**src/rtl/coin_acceptor.sv**
```systemverilog
`timescale 1ns/1ps
// Coin-sensor front end: 2-flop synchronizers, debounce, 1-deep per-denomination buffer, reject.
// Optional statistics counters when COIN_ACC_STATS_EN is defined.
module coin_acceptor #(
    parameter int DEB_CYCLES = 4
) (
    input  logic       clk,
    input  logic       rstn,
    input  logic       coin05_raw,
    input  logic       coin10_raw,
    input  logic       hold,
    output logic [1:0] coin,
    output logic       reject
`ifdef COIN_ACC_STATS_EN
    ,
    output logic [7:0] stat_05,
    output logic [7:0] stat_10,
    output logic [7:0] stat_rej
`endif
);

    localparam int                CNT_W    = $clog2(DEB_CYCLES + 1);
    localparam logic [CNT_W-1:0] CNT_LAST = CNT_W'(DEB_CYCLES - 1);

    logic [1:0] raw;
    logic [1:0] accept;
    logic [1:0] emit;
    logic [1:0] overflow;
    logic [1:0] pend_reg;
    logic [1:0] pend_next;

    assign raw = {coin10_raw, coin05_raw};

    // Bit 0 is the 0.5 channel and wins arbitration, so emit is one-hot by construction.
    assign emit[0] = ~hold & pend_reg[0];
    assign emit[1] = ~hold & ~pend_reg[0] & pend_reg[1];

    genvar gi;
    generate
        for (gi = 0; gi < 2; gi++) begin : g_chan
            logic             sync1_reg;
            logic             sync2_reg;
            logic             level_reg;
            logic [CNT_W-1:0] cnt_reg;
            logic             differ;
            logic             expire;

            assign differ = sync2_reg != level_reg;
            assign expire = differ && (cnt_reg == CNT_LAST);

            always_ff @(posedge clk or negedge rstn) begin
                if (!rstn) begin
                    sync1_reg <= 1'b0;
                    sync2_reg <= 1'b0;
                    level_reg <= 1'b0;
                    cnt_reg   <= '0;
                end else begin
                    sync1_reg <= raw[gi];
                    sync2_reg <= sync1_reg;
                    if (!differ) begin
                        cnt_reg <= '0;
                    end else if (expire) begin
                        level_reg <= ~level_reg;
                        cnt_reg   <= '0;
                    end else begin
                        cnt_reg <= cnt_reg + CNT_W'(1);
                    end
                end
            end

            // Only the rising flip of the debounced level is a coin.
            assign accept[gi] = expire & sync2_reg;

            // A slot being emitted this edge can take the new coin; an occupied one cannot.
            assign pend_next[gi] = accept[gi] | (pend_reg[gi] & ~emit[gi]);
            assign overflow[gi]  = accept[gi] & pend_reg[gi] & ~emit[gi];
        end
    endgenerate

    always_ff @(posedge clk or negedge rstn) begin
        if (!rstn) begin
            pend_reg <= 2'b00;
            coin     <= 2'b00;
            reject   <= 1'b0;
        end else begin
            pend_reg <= pend_next;
            coin     <= emit;
            reject   <= |overflow;
        end
    end

`ifdef COIN_ACC_STATS_EN
    always_ff @(posedge clk or negedge rstn) begin
        if (!rstn) begin
            stat_05  <= 8'd0;
            stat_10  <= 8'd0;
            stat_rej <= 8'd0;
        end else begin
            if (emit[0] && stat_05 != 8'hFF)
                stat_05 <= stat_05 + 8'd1;
            if (emit[1] && stat_10 != 8'hFF)
                stat_10 <= stat_10 + 8'd1;
            if ((|overflow) && stat_rej != 8'hFF)
                stat_rej <= stat_rej + 8'd1;
        end
    end
`endif

endmodule
```
**config.mk**
```make
export PLATFORM = sky130hd
export DESIGN_NAME = coin_acceptor
export DESIGN_NICKNAME = d
export VERILOG_FILES = /design/src/rtl/coin_acceptor.sv
export SDC_FILE = /design/constraint.sdc
export NUM_CORES = 1
export LEC_CHECK = 0
export ABC_AREA = 1
export ABC_CLOCK_PERIOD_IN_PS = 2800
export CORE_AREA = 10 10 51 53
export CTS_BUF_LIST = sky130_fd_sc_hd__clkbuf_8
export CTS_CLUSTER_SIZE = 30
export DETAILED_ROUTE_END_ITERATION = 12
export DIE_AREA = 0 0 61 63
export SLEW_MARGIN = 0
export SYNTH_ARGS = -nofsm -noshare
export SYNTH_HDL_FRONTEND = slang
export SYNTH_SLANG_ARGS = --single-unit
```
**constraint.sdc**
```tcl
create_clock -name clk -period 2.8 [get_ports clk]
set_input_delay 0.28 -clock clk [delete_from_list [all_inputs] [get_ports clk]]
set_output_delay 0.28 -clock clk [all_outputs]
set_load 0.02 [all_outputs]
```
==> impl_metrics.tcl, run 1 <==
set metrics [dict create \
    status "completed" \
    fin_crit_sh_pct 51.4 \
    drv_cap 0 \
    critPathKind "register to output pin" \
    drt_iter0_drc 4 \
    ys_seq_elements 17 \
    layout_commonest_cell "dfrtp_1" \
    maxSlewViolCount 0 \
    worst_path_max_delay_cell "clkdlybuf4s50_1" \
    timing.setup.tns_ns 0 \
    yosysWarnings 0 \
    postCtsSetupRepairBufs 0 \
    routed_wl_um 861 \
    p_total_uw 616 \
    vias_per_cell 4.31 \
    hold_viol_final 0 \
    die_area_mm2 0.00384 \
    drcViolationCount 0 \
    layout_common_cells "dfrtp_1, nand2_1, nor2_1" \
    gr-total-overflow 0 \
    syn-num-nets 70 \
    rows 15 \
    yosysSeqAreaShare_pct 66.7 \
    fp.dieH_um 63 \
    netlist_instances 63 \
    required_ns 2.52 \
    clk_pin_slew_worst_paths_ns 0.06 \
    setup_viol 0 \
    cts.path.max_buffers 2 \
    regToRegSetupSlack_ns 1.78 \
    hold_end "g_chan[1].sync2_reg" \
    wire_per_inst_um 9.46 \
    synth_cell_types 12 \
    crit_buf_inv 1 \
    cp.arrival_ns 1.16 \
    fmax_mhz 695 \
    finClkSkew_ns 0.000878 \
    syn_area_per_cell_um2 10.1 \
    port-buffer-count 7 \
    maxSlewHeadroom_pct 51.7 \
    seqPwrFrac_pct 51.1 \
    drt_first_pass_iters 4 \
    p_sw_uw 171 \
    crit_path_max_fanout 1 \
    core-area_mm2 0.00165 \
    final_nets 82 \
    worstPathCellList "clkdlybuf4s50_1" \
    hold_start "g_chan[1].sync1_reg" \
    pin_count 8 \
    r2r-start "g_chan[1].cnt_reg[0]" \
    setup.worst_path.start "coin[1]" \
    grt_util_all_layers_pct 5.09 \
    hold_slack_ns 0.348 \
    switching_share_pct 27.7 \
    end_kind "output pin" \
    htreeDepth 1 \
    syn_to_final_growth_pct 21.4 \
    grt_pass1_vias 377 \
    gp_congestion 0.712 \
    worstReg2RegEnd "reject" \
    ctsRootBufferMaster "clkbuf_8" \
    powerDensity_mw_per_mm2 795 \
    hold_path.class "register to register" \
    hold_path_depth 0 \
    reg2reg_depth 5 \
    die_w_um 61 \
    grt_first_pass_wirelength_um 1490 \
    cp_top_family "buffers and inverters" \
    rsz0062_at_grt "no" \
    initial_utilization_pct 38.6 \
    cts_resized 0 \
    p_int_uw 446 \
    power_frac_comb_pct 21.5 \
    vdd_ir_drop_max_mv 0.365 \
    numCtsBuffers 3 \
    fin_crit_ns 1.44 \
    synth_area_um2 638 \
    power_frac_clock_pct 27.3 \
    tightestPinTransition_ns 0.722 \
    postCtsHoldBufs 0 \
    tritoncts "done" \
    leakage_uw 0.000388 \
    start_kind "register" \
    antenna_cells 0 \
    ant_nets 0 \
    hpwl_um 650 \
    clk_latency_ns 0.24 \
    grt_max_degree 18 \
    largest_reg_flops 6 \
    drive_above_1_share_pct 4.05 \
    num_vias 392 \
    slowest_delay_ns 0.60 \
    clock_sinks 17 \
    antenna_found_initial 0 \
]
-- cell usage after synthesis --
| cell type | n | area, µm² |
|---|---|---|
| inv_1 | 9 | 33.8 |
| o21ai_0 | 1 | 5.00 |
| nand3b_1 | 1 | 7.51 |
| nor3_1 | 1 | 5.00 |
| dfrtp_1 | 17 | 425 |
| nand2_1 | 14 | 52.6 |
| or2_1 | 1 | 6.26 |
| o22ai_1 | 1 | 6.26 |
| xnor2_1 | 2 | 17.5 |
| nor2_1 | 13 | 48.8 |
| ha_1 | 2 | 25.0 |
| a21oi_1 | 1 | 5.00 |
-- power groups by stage --
stage | Combinational, µW | Clock, µW | Sequential [µW]
detailed placement | 135 | 0 | 320
global route | 161 | 188 | 322
finish | 133 | 168 | 315
floorplan | 97.7 | 0 | 319
CTS | 136 | 177 | 315
global placement | 128 | 0 | 318
-- area by class of cell --
cell class,count,area [µm²]
clock buffer,3,41.3
sequential,17,425
timing repair buffer,7,70.1
tap,17,21.3
fill,162,877
inverter,9,33.8
clock inverter,1,3.75
multi-input combinational,37,179
-- worst max path at each step --
stage,to,cells past startpoint,slack [ns]
global placement,g_chan[0].cnt_reg[1],1,1.56
detailed placement,g_chan[0].cnt_reg[0],1,1.55
floorplan,reject,5,1.86
finish,coin[1],1,1.36
global route,coin[1],1,1.31
CTS,reject,1,1.34
-- per-stage QoR --
stage               instances  worst slack, ns  cell area, µm²  util [%]
finish                     91             1.36             774      46.9
global route               91             1.31             774      46.9
CTS                        91             1.34             774      46.9
detailed placement         87             1.55             729      44.2
global placement           87             1.56             729      44.2
floorplan                  63             1.86             638         -
-- routing by layer --
layer / vias up / part of all wire (%) / track usage (%)
met2: 8 / 41 / 6.12
li1: 210 / - / -
met5: - / 0 / 0
met4: 0 / 1.3 / 4.12
met1: 172 / 48 / 6.24
met3: 2 / 9.6 / 2.85
-- cells by family after synthesis --
family / after synthesis / share of synthesized area [%]
and+or+nand+nor: 30 / 18.8
buffers and inverters: 9 / 5.29
adders and majority gates: 2 / 3.92
xor gates and xnor gates: 2 / 2.75
DFF: 17 / 66.7
AOI/OAI and AO/OA: 3 / 2.55
Note: power is estimated with default switching activity, not from simulation.
==> run 2: changes to the inputs <==
ABC_CLOCK_PERIOD_IN_PS = 1500   (was 2800)
clock period = 1.5 ns   (was 2.8 ns; I/O delays follow)
==> impl_metrics.tcl, run 2 (synthesis gave the netlist of run 1 again) <==
set metrics [dict create \
    status "completed" \
    slowest_delay_ns 0.60 \
    cp.arrival_ns 1.17 \
    port-buffer-count 7 \
    hold_viol_final 0 \
    pin_count 8 \
    clk_latency_ns 0.25 \
    setup_viol 0 \
    clock_sinks 17 \
    rows 15 \
    clk_pin_slew_worst_paths_ns 0.06 \
    worstPathCellList "clkdlybuf4s50_1" \
    hold_path.class "input pin to async pin" \
    drive_above_1_share_pct 5.33 \
    layout_common_cells "dfrtp_1, nand2_1, nor2_1" \
    core-area_mm2 0.00165 \
    grt_util_all_layers_pct 6.07 \
    critPathKind "register to output pin" \
    antenna_found_initial 0 \
    fin_crit_sh_pct 88.0 \
    vias_per_cell 4.54 \
    final_nets 83 \
    tightestPinTransition_ns 0.281 \
    numCtsBuffers 3 \
    finClkSkew_ns 0.00294 \
    leakage_uw 0.000393 \
    hpwl_um 718 \
    postCtsHoldBufs 0 \
    rsz0062_at_grt "no" \
    postCtsSetupRepairBufs 0 \
    cp.depth 1 \
    largest_reg_flops 6 \
    drcViolationCount 0 \
    ant_nets 0 \
    fmax_mhz 758 \
    fp.dieH_um 63 \
    crit_path_max_fanout 1 \
    grt_first_pass_wirelength_um 1700 \
    powerDensity_mw_per_mm2 1500 \
    cp_top_family "buffers and inverters" \
    required_ns 1.35 \
    reg2reg_depth 5 \
    vdd_ir_drop_max_mv 0.592 \
    num_vias 418 \
    drt_iter0_drc 6 \
    drv_cap 0 \
    initial_utilization_pct 38.6 \
    crit_buf_inv 1 \
    grt_pass1_vias 416 \
    layout_commonest_cell "dfrtp_1" \
    die_w_um 61 \
    wire_per_inst_um 10.6 \
    gr-total-overflow 0 \
    end_kind "output pin" \
    instances_no_fill 92 \
    antenna_cells 0 \
    tritoncts "done" \
    cts.path.max_buffers 2 \
    dp.cells 88 \
    maxSlewHeadroom_pct 81.1 \
    ctsRootBufferMaster "clkbuf_8" \
    timing.setup.tns_ns 0 \
    start_kind "register" \
    routed_wl_um 971 \
    syn_to_final_growth_pct 22.5 \
    die_area_mm2 0.00384 \
    worst_path_max_delay_cell "clkdlybuf4s50_1" \
    maxSlewViolCount 0 \
    nFillCells 161 \
    gp_congestion 0.714 \
    grt_max_degree 18 \
    cts_resized 0 \
    drt_first_pass_iters 4 \
    htreeDepth 1 \
    fin_crit_ns 1.32 \
]
==> run 2: layout make-up <==
class | count | area, µm² | area share (%)
Clock buffer | 3 | 41.3 | 5.28
Inverter | 9 | 33.8 | 4.32
Sequential cell | 17 | 425 | 54.4
Clock inverter | 1 | 3.75 | 0.480
Multi-Input combinational cell | 37 | 179 | 22.9
Tap cell | 17 | 21.3 | 2.72
Timing Repair Buffer | 8 | 77.6 | 9.92
==> run 2: path summary, 6_finish.rpt <==
path,startpoint,to,slack (ns)
hold reg to reg,g_chan[0].sync1_reg,g_chan[0].sync2_reg,0.35
min in group clk,coin10_raw,g_chan[1].sync1_reg,0.33
max in group asynchronous,rstn,g_chan[0].cnt_reg[1],1.11
setup / recovery,coin[1],coin[1],0.18
hold / removal,rstn,coin[1],0.21
setup reg to reg,g_chan[1].cnt_reg[0],reject,0.48
==> run 2: per-stage QoR <==
step	setup slack, ns	utilization [%]	area (µm²)	total power, µW	hold slack (ns)
4_1_cts	0.160	47.3	782	1200	0.214
2_1_floorplan	0.563	-	638	778	-0.146
3_3_place_gp	0.443	44.6	737	838	0.334
6_report	0.181	47.3	782	1170	0.210
5_1_grt	0.128	47.3	782	1270	0.230
3_5_place_dp	0.441	44.6	737	858	0.338
==> run 2: power by group <==
part           total [µW]  internal, µW  switching, µW  leakage (µW)
sequential            590           545           45.9      0.000219
clock                 331           182            149     0.0000269
combinational         253           108            145      0.000147
==> run 2: per-layer routing <==
layer / vias to the layer above / track usage (%) / routed length [µm]
met2: 11 / 7.78 / 416
met3: 5 / 3.05 / 94
met5: - / 0 / 0
met1: 189 / 6.10 / 402
met4: 0 / 7.42 / 57
li1: 213 / - / -
